$ cat config.mk
export PLATFORM = sky130hd
export DESIGN_NAME = failure_table_loader
export DESIGN_NICKNAME = d
export VERILOG_FILES = /design/src/rtl/ac_pkg.sv /design/src/rtl/fail_tbl_mem.sv /design/src/rtl/failure_table_loader.sv
export SDC_FILE = /design/constraint.sdc
export NUM_CORES = 1
export LEC_CHECK = 0
export ABC_AREA = 1
export CAP_MARGIN = 20
export CELL_PAD_IN_SITES_DETAIL_PLACEMENT = 2
export CELL_PAD_IN_SITES_GLOBAL_PLACEMENT = 2
export CORE_ASPECT_RATIO = 1.4
export CORE_MARGIN = 1
export CORE_UTILIZATION = 44
export CTS_BUF_LIST = sky130_fd_sc_hd__clkbuf_8
export CTS_CLUSTER_SIZE = 40
export DETAILED_ROUTE_END_ITERATION = 16
export GPL_TIMING_DRIVEN = 0
export PLACE_DENSITY_LB_ADDON = 0.1
export RECOVER_POWER = 100
export SETUP_SLACK_MARGIN = 0.15
export SYNTH_ARGS = -nofsm -noshare
export SYNTH_HDL_FRONTEND = slang
export SYNTH_SLANG_ARGS = --single-unit
export TNS_END_PERCENT = 1
$ cat constraint.sdc
create_clock -name CLK -period 2.95 [get_ports CLK]
set_input_delay 0.59 -clock CLK [delete_from_list [all_inputs] [get_ports CLK]]
set_output_delay 0.59 -clock CLK [all_outputs]
set_load 0.01 [all_outputs]
$ cat src/rtl/ac_pkg.sv
// ac_pkg: constants and types shared by the Aho-Corasick failure-table slice.
//   AC_DEPTH   number of automaton states (table entries)
//   AC_AW      table address width, clog2(AC_DEPTH)
//   AC_DW      state / failure word width
//   ROOT_STATE failure target used when clearing the table
//   load_st_e  loader FSM states
package ac_pkg;

    localparam int unsigned AC_DEPTH = 32;
    localparam int unsigned AC_AW    = 5;
    localparam int unsigned AC_DW    = 8;

    localparam logic [AC_DW-1:0] ROOT_STATE = 8'h00;

    typedef enum logic [2:0] {
        CLEAR  = 3'd0,
        IDLE   = 3'd1,
        PAIR_S = 3'd2,
        PAIR_F = 3'd3,
        CHECK  = 3'd4,
        FIN    = 3'd5
    } load_st_e;

endpackage

$ cat src/rtl/fail_tbl_mem.sv
// fail_tbl_mem: DEPTH x DW failure-link storage.
//   CLK, RST  clock, synchronous active-high reset (clears the read register only)
//   we_i      write enable; waddr_i / wdata_i written on the rising edge
//   raddr_i   lookup address
//   rdata_o   registered lookup data, one cycle after raddr_i
// A read and a write to the same address on one edge return the old contents.
module fail_tbl_mem
    import ac_pkg::*;
#(
    parameter int unsigned DEPTH = AC_DEPTH,
    parameter int unsigned AW    = AC_AW,
    parameter int unsigned DW    = AC_DW
) (
    input  logic          CLK,
    input  logic          RST,
    input  logic          we_i,
    input  logic [AW-1:0] waddr_i,
    input  logic [DW-1:0] wdata_i,
    input  logic [AW-1:0] raddr_i,
    output logic [DW-1:0] rdata_o
);

    // Storage is not reset; the loader's CLEAR sweep initialises it.
    logic [DW-1:0] mem_q [DEPTH];
    logic [DW-1:0] rdata_d, rdata_q;

    always_ff @(posedge CLK) begin
        if (we_i) begin
            mem_q[waddr_i] <= wdata_i;
        end
    end

    always_comb begin
        rdata_d = mem_q[raddr_i];
        if (RST) begin
            rdata_d = '0;
        end
    end

    always_ff @(posedge CLK) begin
        rdata_q <= rdata_d;
    end

    assign rdata_o = rdata_q;

endmodule

$ cat src/rtl/failure_table_loader.sv
// failure_table_loader: loads the Aho-Corasick failure-link table from a byte stream
// and serves the matcher's registered lookup.
//   CLK, RST       clock, synchronous active-high reset
//   IN_VALID/DATA  byte stream in; IN_READY high when a byte is accepted this cycle
//   ADDR_F         lookup address; FAILURE_STATE is table[ADDR_F] one cycle later
//   LOAD_BUSY      clearing or frame in progress
//   LOAD_DONE      one-cycle pulse at the end of every frame
//   LOAD_ERR       frame error, held until the next COUNT byte is accepted
//   TABLE_VALID    table holds a complete, checksum-good load
// Frame: COUNT N, N x (state, failure), CHK; the byte sum mod 256 must be zero.
module failure_table_loader
    import ac_pkg::*;
#(
    parameter int unsigned DEPTH = AC_DEPTH,
    parameter int unsigned AW    = AC_AW,
    parameter int unsigned DW    = AC_DW
) (
    input  logic          CLK,
    input  logic          RST,
    input  logic          IN_VALID,
    input  logic [7:0]    IN_DATA,
    output logic          IN_READY,
    input  logic [AW-1:0] ADDR_F,
    output logic [DW-1:0] FAILURE_STATE,
    output logic          LOAD_BUSY,
    output logic          LOAD_DONE,
    output logic          LOAD_ERR,
    output logic          TABLE_VALID
);

    load_st_e      state_d, state_q;
    logic [AW-1:0] clr_idx_d, clr_idx_q;
    logic [AW:0]   rem_d, rem_q;      // pairs still to come, holds up to DEPTH
    logic [7:0]    sum_d, sum_q;
    logic [7:0]    sbyte_d, sbyte_q;  // state byte of the pair in flight
    logic          err_d, err_q;
    logic          tv_d, tv_q;

    logic          accept;
    logic [7:0]    chk_sum;
    logic          mem_we;
    logic [AW-1:0] mem_waddr;
    logic [DW-1:0] mem_wdata;

    // Handshake and status are pure decodes of the registered state.
    always_comb begin
        IN_READY  = 1'b0;
        LOAD_BUSY = 1'b0;
        LOAD_DONE = 1'b0;
        unique case (state_q)
            CLEAR:  LOAD_BUSY = 1'b1;
            IDLE:   IN_READY  = 1'b1;
            PAIR_S: begin IN_READY = 1'b1; LOAD_BUSY = 1'b1; end
            PAIR_F: begin IN_READY = 1'b1; LOAD_BUSY = 1'b1; end
            CHECK:  begin IN_READY = 1'b1; LOAD_BUSY = 1'b1; end
            FIN:    LOAD_DONE = 1'b1;
            default: LOAD_BUSY = 1'b1;
        endcase
    end

    assign accept  = IN_VALID && IN_READY;
    assign chk_sum = sum_q + IN_DATA;

    always_comb begin
        state_d   = state_q;
        clr_idx_d = clr_idx_q;
        rem_d     = rem_q;
        sum_d     = sum_q;
        sbyte_d   = sbyte_q;
        err_d     = err_q;
        tv_d      = tv_q;
        mem_we    = 1'b0;
        mem_waddr = clr_idx_q;
        mem_wdata = ROOT_STATE;

        unique case (state_q)
            CLEAR: begin
                mem_we    = 1'b1;
                clr_idx_d = clr_idx_q + 1'b1;
                if (clr_idx_q == AW'(DEPTH - 1)) begin
                    state_d = IDLE;
                end
            end
            IDLE: begin
                if (accept) begin
                    tv_d  = 1'b0;
                    sum_d = IN_DATA;
                    rem_d = IN_DATA[AW:0];
                    if ((IN_DATA == 8'h00) || (IN_DATA > 8'(DEPTH))) begin
                        err_d   = 1'b1;
                        state_d = FIN;
                    end else begin
                        err_d   = 1'b0;
                        state_d = PAIR_S;
                    end
                end
            end
            PAIR_S: begin
                if (accept) begin
                    sbyte_d = IN_DATA;
                    sum_d   = chk_sum;
                    state_d = PAIR_F;
                end
            end
            PAIR_F: begin
                if (accept) begin
                    sum_d = chk_sum;
                    // Out-of-range states would alias onto a real entry, so drop them.
                    if (sbyte_q < 8'(DEPTH)) begin
                        mem_we    = 1'b1;
                        mem_waddr = sbyte_q[AW-1:0];
                        mem_wdata = IN_DATA[DW-1:0];
                    end else begin
                        err_d = 1'b1;
                    end
                    rem_d = rem_q - 1'b1;
                    if (rem_q == (AW+1)'(1)) begin
                        state_d = CHECK;
                    end else begin
                        state_d = PAIR_S;
                    end
                end
            end
            CHECK: begin
                if (accept) begin
                    sum_d = chk_sum;
                    if (chk_sum != 8'h00) begin
                        err_d = 1'b1;
                    end
                    // Raised here so it is already visible alongside LOAD_DONE in FIN.
                    tv_d    = !err_q && (chk_sum == 8'h00);
                    state_d = FIN;
                end
            end
            FIN: begin
                state_d = IDLE;
            end
            default: begin
                state_d = CLEAR;
            end
        endcase

        // A frame aborted by reset must not touch the table.
        if (RST) begin
            mem_we = 1'b0;
        end
    end

    always_ff @(posedge CLK) begin
        if (RST) begin
            state_q   <= CLEAR;
            clr_idx_q <= '0;
            rem_q     <= '0;
            sum_q     <= '0;
            sbyte_q   <= '0;
            err_q     <= 1'b0;
            tv_q      <= 1'b0;
        end else begin
            state_q   <= state_d;
            clr_idx_q <= clr_idx_d;
            rem_q     <= rem_d;
            sum_q     <= sum_d;
            sbyte_q   <= sbyte_d;
            err_q     <= err_d;
            tv_q      <= tv_d;
        end
    end

    assign LOAD_ERR    = err_q;
    assign TABLE_VALID = tv_q;

    fail_tbl_mem #(
        .DEPTH (DEPTH),
        .AW    (AW),
        .DW    (DW)
    ) u_mem (
        .CLK     (CLK),
        .RST     (RST),
        .we_i    (mem_we),
        .waddr_i (mem_waddr),
        .wdata_i (mem_wdata),
        .raddr_i (ADDR_F),
        .rdata_o (FAILURE_STATE)
    );

endmodule

==> out/metrics.json, run 1 <==
{
  "start_kind": "register",
  "area.sequential_mm2": 0.008489,
  "r2r.worst_path.cells": 12,
  "r2r_slack_ns": 0.06,
  "initial_utilization_pct": 44.87,
  "critical_path_peak_fanout": 10,
  "place.detailed.hpwl_um": 32150,
  "skew_ns": 0.03169,
  "ir_worst_vdd_mv": 0.3258,
  "worstSetupEndpointType": "register",
  "maxCapViolations": 0,
  "post_route_ant_nets": 0,
  "routed_wirelength_um": 53940,
  "critical_path.n_buffers_inverters": 2,
  "worstSetupEndpoint": "u_mem.mem_q[1][7]",
  "final-max-slew-violation-count": 0,
  "outcome": "finished, final reports clean",
  "clock_pin_slew_on_the_worst_setup_and_hold_paths_ns": 0.07,
  "hold_viol": 0,
  "worstPathCellList": "nor2_2 > nand2_2 > nand2_1 > nor2_2 > nand2_4 > nand3_4 > buf_6 > nand2_1 > nand2_2 > nand3_2 > nor2_4 > buf_12",
  "start_point_of_the_critical_path": "state_q[1]",
  "worst_rel_slew_slack_pct": 24.48,
  "die_h_um": 203.4,
  "ctsLongestPathBuffers": 3,
  "area_taken_by_multi_input_logic_gates_mm2": 0.004079,
  "grt_usage_pct": 33.81,
  "wire_per_inst_um": 32.30,
  "seqPwrFrac_pct": 51.8,
  "final.period_utilization_pct": 97.99,
  "clock_tree.root_cell": "sky130_fd_sc_hd__clkbuf_8",
  "p_int_uw": 6398,
  "power.total_uw": 8759,
  "synth_fp_nets": 1187,
  "synth-seq-area-share_pct": 66.59,
  "clkPwrFrac_pct": 40.8,
  "critical_path.top_delay_family": "simple AND/OR/NAND/NOR gates",
  "min-delay-start": "rem_q[3]",
  "timing_worst_setup_path_type": "reg2reg",
  "worstReg2RegEnd": "u_mem.mem_q[1][7]",
  "drt_pass1_iterations": 5,
  "vias": 10510,
  "critPathArrivalTime_ns": 3.20,
  "timing.final.crit_period_ns": 2.891,
  "cts_tree": "done",
  "grt_first_pass_wirelength_um": 72750,
  "post_synth_num_cell_types": 38,
  "timing.fmax_mhz": 345.9,
  "setup_viol": 0,
  "num_antenna_cells": 0,
  "fp.dieArea_mm2": 0.02966,
  "timing_worst_slew_pin_value_ns": 1.122,
  "setup_total_negative_slack_ns": 0,
  "avgViaCountPerCell": 6.295,
  "postSynthAreaPerCell_um2": 11.00,
  "postSynthRegisterBits": 296,
  "slowest_delay_ns": 0.50,
  "detailedRoute.firstIterationViolations": 910,
  "fp-row-count": 73,
  "slowest_stage": "sky130_fd_sc_hd__dfxtp_1",
  "hold-worst-slack_ns": 0.5226,
  "drt_drc_violations_left": 0,
  "port-buffer-count": 24,
  "synth_ff_type": "sky130_fd_sc_hd__edfxtp_1",
  "die_width_um": 145.8,
  "grt_pass1_vias": 11170,
  "synth.yosys.warnings": 0,
  "netlist_instances": 1159,
  "reg2reg_from": "state_q[1]",
  "synth_enable_flop_cells": 256,
  "ctsHtreeMaxLevel": 2,
  "min_path_type": "reg2reg",
  "syn_area_mm2": 0.01275,
  "cts_buffers": 46,
  "net_load_switching_power_uw": 2360,
  "grt_start_max_net_pins": 33,
  "power.density_mw_per_mm2": 578.6,
  "power.switching_fraction_pct": 26.95,
  "core_area_mm2": 0.02841,
  "globalplace.congestion": 0.8805,
  "grt_antenna_before_repair": 1,
  "gr-total-overflow": 0,
  "leakage_uw": 0.004899,
  "clock_insertion_delay_worst_skew_ns": 0.61,
  "ratio_of_cells_with_drive_above_1_in_the_final_layout_pct": 13.75,
  "clock_sink_count": 296,
  "fillCellCount": 2821,
  "design.final.nets": 1287,
  "proportion_of_power_drawn_by_combinational_gates_pct": 7.4,
  "synth_async_sr_flop_share_pct": 0,
  "cp.required_ns": 3.26,
  "path_depth": 12,
  "rsz_0062_raised_after_global_routing": "true",
  "area_growth_pct": 18.77,
  "ioPinCount": 29
}
## area by class of cell
type	count	area share (%)
Sequential cell	296	56.08
Clock inverter	35	1.265
Clock buffer	49	4.455
Buffer	62	1.752
Tap cell	375	3.099
Multi-Input combinational cell	742	26.94
Inverter	59	1.463
Timing Repair Buffer	52	4.943
## flip-flops by register name, indices dropped and copies added (netlist names)
register,flops
sum_q,8
sbyte_q,8
TABLE_VALID,1
clr_idx_q,5
state_q,3
LOAD_ERR,1
u_mem.rdata_o,8
rem_q,6
u_mem.mem_q,256
## power groups by stage
stage / clock [uW] / combinational [uW] / sequential [uW]
floorplan: 0 / 291 / 4620
global placement: 0 / 522 / 4620
global route: 3710 / 677 / 4540
detailed placement: 0 / 554 / 4630
CTS: 3500 / 589 / 4540
finish: 3570 / 652 / 4530
## synth_stat cells, types with 2 or more instances
master	n	area, um^2
sky130_fd_sc_hd__nand3_2	8	80.08
sky130_fd_sc_hd__or2_2	5	31.28
sky130_fd_sc_hd__nor2_2	3	18.77
sky130_fd_sc_hd__xnor2_1	2	17.52
sky130_fd_sc_hd__dfxtp_1	40	800.8
sky130_fd_sc_hd__o221ai_1	24	210.2
sky130_fd_sc_hd__buf_2	6	30.03
sky130_fd_sc_hd__nor2_4	2	22.52
sky130_fd_sc_hd__clkinv_1	3	11.26
sky130_fd_sc_hd__o21ai_0	134	670.6
sky130_fd_sc_hd__ha_1	11	137.6
sky130_fd_sc_hd__inv_1	53	198.9
sky130_fd_sc_hd__nor3_1	3	15.01
sky130_fd_sc_hd__buf_1	4	15.01
sky130_fd_sc_hd__o211ai_1	26	195.2
sky130_fd_sc_hd__o21ai_4	5	81.33
sky130_fd_sc_hd__nor2_1	219	822.0
sky130_fd_sc_hd__a21oi_1	54	270.3
sky130_fd_sc_hd__nand4_1	8	50.05
sky130_fd_sc_hd__nand2_2	4	25.02
sky130_fd_sc_hd__nand3_4	5	87.58
sky130_fd_sc_hd__inv_2	3	11.26
sky130_fd_sc_hd__nand3_1	68	340.3
sky130_fd_sc_hd__o31ai_1	8	60.06
sky130_fd_sc_hd__clkbuf_1	49	183.9
sky130_fd_sc_hd__nor4_1	2	12.51
sky130_fd_sc_hd__nand2_1	141	529.3
sky130_fd_sc_hd__a31oi_1	4	25.02
sky130_fd_sc_hd__edfxtp_1	256	7687
## layer usage
layer,up-vias,global-route usage (%),wire length (um),share of wire (%)
li1,4350,-,-,-
met1,5430,37.02,18950,35
met2,546,62.54,28340,53
met3,185,4.698,3408,6.3
met4,2,19.02,3224,6.0
met5,-,0,12,0.022
## placed cells by master (no fill, tap or decap), types with 24 or more instances in the layout
cell / count
sky130_fd_sc_hd__o221ai_1: 24
sky130_fd_sc_hd__nor2_1: 177
sky130_fd_sc_hd__nand2_1: 140
sky130_fd_sc_hd__inv_1: 71
sky130_fd_sc_hd__o21ai_0: 134
sky130_fd_sc_hd__nand3_1: 68
sky130_fd_sc_hd__dfxtp_1: 39
sky130_fd_sc_hd__clkbuf_8: 49
sky130_fd_sc_hd__a21oi_1: 54
sky130_fd_sc_hd__o211ai_1: 26
sky130_fd_sc_hd__clkbuf_1: 47
sky130_fd_sc_hd__nor2_4: 39
sky130_fd_sc_hd__edfxtp_1: 256
sky130_fd_sc_hd__clkdlybuf4s50_1: 24
## kinds of logic (layout without fill, tap and decap cells)
logic type / count (synthesis) / in the layout / share of synthesized area [%]
flip-flops: 296 / 296 / 66.59
buffers and inverters: 121 / 257 / 3.799
AO/OA/AOI/OAI: 257 / 257 / 12.06
XOR/XNOR: 2 / 2 / 0.1375
AND/OR/NAND/NOR: 471 / 471 / 16.17
adder cells (fa/ha/maj): 12 / 12 / 1.237
## stage by stage
step	instances	area [um^2]	utilization [%]	setup WS [ns]
final	1670	15140	53.29	0.05922
after CTS	1646	14650	51.56	0.03528
after global routing	1670	15140	53.29	-0.05079
after floorplan	1159	12750	-	0.5868
after detailed placement	1561	13550	47.69	-0.4358
after global placement	1558	13460	47.37	-1.158
## worst min path at each step
| stage | end | cells past startpoint | slack (ns) |
|---|---|---|---|
| 2_1_floorplan | clr_idx_q[4] | 2 | 0.46 |
| 3_3_place_gp | clr_idx_q[4] | 2 | 0.48 |
| 3_5_place_dp | LOAD_ERR | 2 | 0.51 |
| 4_1_cts | u_mem.rdata_o[2] | 4 | 0.49 |
| 5_1_grt | LOAD_ERR | 2 | 0.56 |
| 6_report | rem_q[3] | 2 | 0.52 |
## timing repair
item	in CTS	in global routing
buffers inserted	1	24
gates cloned	0	0
resized for setup	60	15
hold buffers	0	0
pin swaps	1	24
endpoints found under the setup margin	259	337
endpoints found under the hold margin	0	0
## worst register-to-register path, delay by kind of cell (launching register included)
kind,cells,cell delay (ns)
buf+inv,2,0.39
flops,1,0.50
simple gates,10,1.73
(Power assumes the default switching activity.)
==> run 2, diff against run 1 <==
Settings changed: ABC_CLOCK_PERIOD_IN_PS set to 2950, PLACE_DENSITY set to 0.86, PLACE_DENSITY_LB_ADDON 0.1 to unset.
==> run 2 against run 1 <==
The run now ends with setup timing left. Final area shrank 1.2%. Via count grew 1.3%. Clock-buffer cell count grew 6. Sequential power is essentially flat. Critical path depth shrank 3. Largest power group unchanged. Highest routed layer is now met4.
==> out/metrics.json, run 2 (synthesized netlist as in run 1, its figures left out) <==
{
  "outcome": "finished, violations left",
  "violations_in_the_final_reports": "setup timing",
  "worstSetupEndpointType": "register",
  "grt_start_max_net_pins": 33,
  "leakage_uw": 0.004851,
  "ir_worst_vdd_mv": 0.3696,
  "net_load_switching_power_uw": 2390,
  "drt_drc_violations_left": 0,
  "final.period_utilization_pct": 103.6,
  "grt_usage_pct": 34.32,
  "cts_tree": "done",
  "cp.required_ns": 3.45,
  "power.density_mw_per_mm2": 585.0,
  "largest_register_ff_count": 256,
  "r2r_slack_ns": 0.05,
  "maxCapViolations": 0,
  "rsz_0062_raised_after_global_routing": "true",
  "gr-total-overflow": 0,
  "design.final.nets": 1278,
  "cts_hold_buffers": 0,
  "area_taken_by_multi_input_logic_gates_mm2": 0.004064,
  "area_growth_pct": 17.38,
  "worstReg2RegEnd": "u_mem.mem_q[24][4]",
  "avgViaCountPerCell": 6.414,
  "grt_first_pass_wirelength_um": 73760,
  "min_path_type": "in2reg",
  "final-max-slew-violation-count": 0,
  "setup_total_negative_slack_ns": -0.2832,
  "fp.dieArea_mm2": 0.02966,
  "globalplace.congestion": 0.8741,
  "clock_pin_slew_on_the_worst_setup_and_hold_paths_ns": 0.08,
  "routed_wirelength_um": 56450,
  "detailedRoute.firstIterationViolations": 971,
  "p_int_uw": 6362,
  "wire_per_inst_um": 34.01,
  "area.sequential_mm2": 0.008489,
  "place.detailed.hpwl_um": 32430,
  "post_route_ant_nets": 0,
  "worstHoldPathCells": 4,
  "grt_pass1_vias": 11250,
  "clock_sink_count": 296,
  "layout_common_cells": "sky130_fd_sc_hd__edfxtp_1, sky130_fd_sc_hd__nor2_1, sky130_fd_sc_hd__nand2_1, sky130_fd_sc_hd__o21ai_0, sky130_fd_sc_hd__inv_1",
  "num_antenna_cells": 0,
  "layout_commonest_cell": "sky130_fd_sc_hd__edfxtp_1",
  "timing.fmax_mhz": 327.1,
  "ratio_of_cells_with_drive_above_1_in_the_final_layout_pct": 13.39,
  "critPathArrivalTime_ns": 3.56,
  "fp-row-count": 73,
  "worst_rel_slew_slack_pct": 23.83,
  "port-buffer-count": 24,
  "skew_ns": 0.03802,
  "timing_worst_setup_path_type": "in2reg",
  "ioPinCount": 29,
  "critical_path_peak_fanout": 10,
  "die_h_um": 203.4,
  "fillCellCount": 2786,
  "ctsHtreeMaxLevel": 2,
  "min-delay-start": "IN_VALID",
  "power.switching_fraction_pct": 27.31,
  "start_kind": "input port",
  "clock_insertion_delay_worst_skew_ns": 0.62,
  "setup_viol": 4,
  "initial_utilization_pct": 44.87,
  "clkPwrFrac_pct": 40.8,
  "reg2reg_from": "state_q[1]",
  "hold_path_end": "state_q[0]",
  "die_width_um": 145.8,
  "timing_worst_slew_pin_value_ns": 1.140,
  "cts_buffers": 45,
  "hold_viol": 0,
  "ctsLongestPathBuffers": 3,
  "r2r.worst_path.cells": 12,
  "power.total_uw": 8752,
  "proportion_of_power_drawn_by_combinational_gates_pct": 7.4,
  "grt_antenna_before_repair": 0,
  "timing.final.crit_period_ns": 3.058,
  "core_area_mm2": 0.02841,
  "drt_pass1_iterations": 5,
  "top_register": "u_mem.mem_q",
  "worst_slack_ns": -0.1076,
  "seqPwrFrac_pct": 51.8,
  "clock_tree.root_cell": "sky130_fd_sc_hd__clkbuf_8",
  "vias": 10650
}
==> run 2: power groups by stage <==
stage                     combinational [uW]  sequential (uW)  clock, uW
after floorplan                          291             4620          0
after global placement                   512             4620          0
after CTS                                584             4540       3430
after detailed placement                 556             4630          0
final                                    645             4540       3570
after global routing                     668             4540       3710
==> run 2: per-layer routing <==
metal	GRT usage, %	up-vias	part of all wire, %
li1	-	4325	-
met1	38.20	5437	35
met2	61.35	649	51
met3	4.989	237	6.9
met4	22.14	0	7.1
met5	0	-	0
==> run 2: worst max-delay path by stage <==
stage	start	endpoint	slack (ns)
2_1_floorplan	state_q[1]	u_mem.mem_q[0][0]	0.59
3_3_place_gp	state_q[0]	u_mem.mem_q[10][0]	-0.99
3_5_place_dp	ADDR_F[1]	u_mem.rdata_o[7]	-0.51
6_report	ADDR_F[1]	u_mem.rdata_o[1]	-0.11
4_1_cts	state_q[1]	u_mem.mem_q[3][5]	0.007
5_1_grt	ADDR_F[1]	u_mem.rdata_o[6]	-0.18
==> run 2: worst max-delay path: stages <==
cell                            delay, ns
sky130_fd_sc_hd__dlygate4sd3_1       0.58
sky130_fd_sc_hd__clkinv_1            0.26
sky130_fd_sc_hd__clkbuf_1            0.71
sky130_fd_sc_hd__o21ai_0             0.30
sky130_fd_sc_hd__o221ai_1            0.46
sky130_fd_sc_hd__nand3_1             0.15
sky130_fd_sc_hd__nand2_1             0.16
sky130_fd_sc_hd__nor2_1              0.08
sky130_fd_sc_hd__nor2_1              0.26
==> run 2: cell type report <==
cell class / count / share of cell area, %
multi-input combinational: 742 / 27.16
timing repair buffer: 44 / 3.897
tap: 375 / 3.136
clock buffer: 55 / 5.060
sequential: 296 / 56.74
inverter: 59 / 1.480
buffer: 62 / 1.773
clock inverter: 27 / 0.7443
==> run 2: through the flow <==
| stage | utilization [%] | hold WS (ns) | std cells | worst slack, ns | cell area, um^2 |
|---|---|---|---|---|---|
| 6_report | 52.67 | 0.5164 | 1660 | -0.1076 | 14960 |
| 5_1_grt | 52.67 | 0.5561 | 1660 | -0.1825 | 14960 |
| 4_1_cts | 51.48 | 0.4953 | 1644 | 0.006776 | 14620 |
| 3_5_place_dp | 47.72 | 0.5070 | 1562 | -0.5102 | 13560 |
| 3_3_place_gp | 47.37 | 0.4832 | 1558 | -0.9941 | 13460 |
| 2_1_floorplan | - | 0.4613 | 1159 | 0.5868 | 12750 |
==> run 2: timing repair <==
item	in CTS	in global routing
gates resized for setup	57	17
buffers inserted	0	16
endpoints found under the setup margin	271	354
pin swaps	2	21
==> run 3, diff against run 2 <==
Settings changed: GPL_ROUTABILITY_DRIVEN set to 1.
==> results of run 3 <==
Final layout, timing and power as in run 2 (identical DEF).
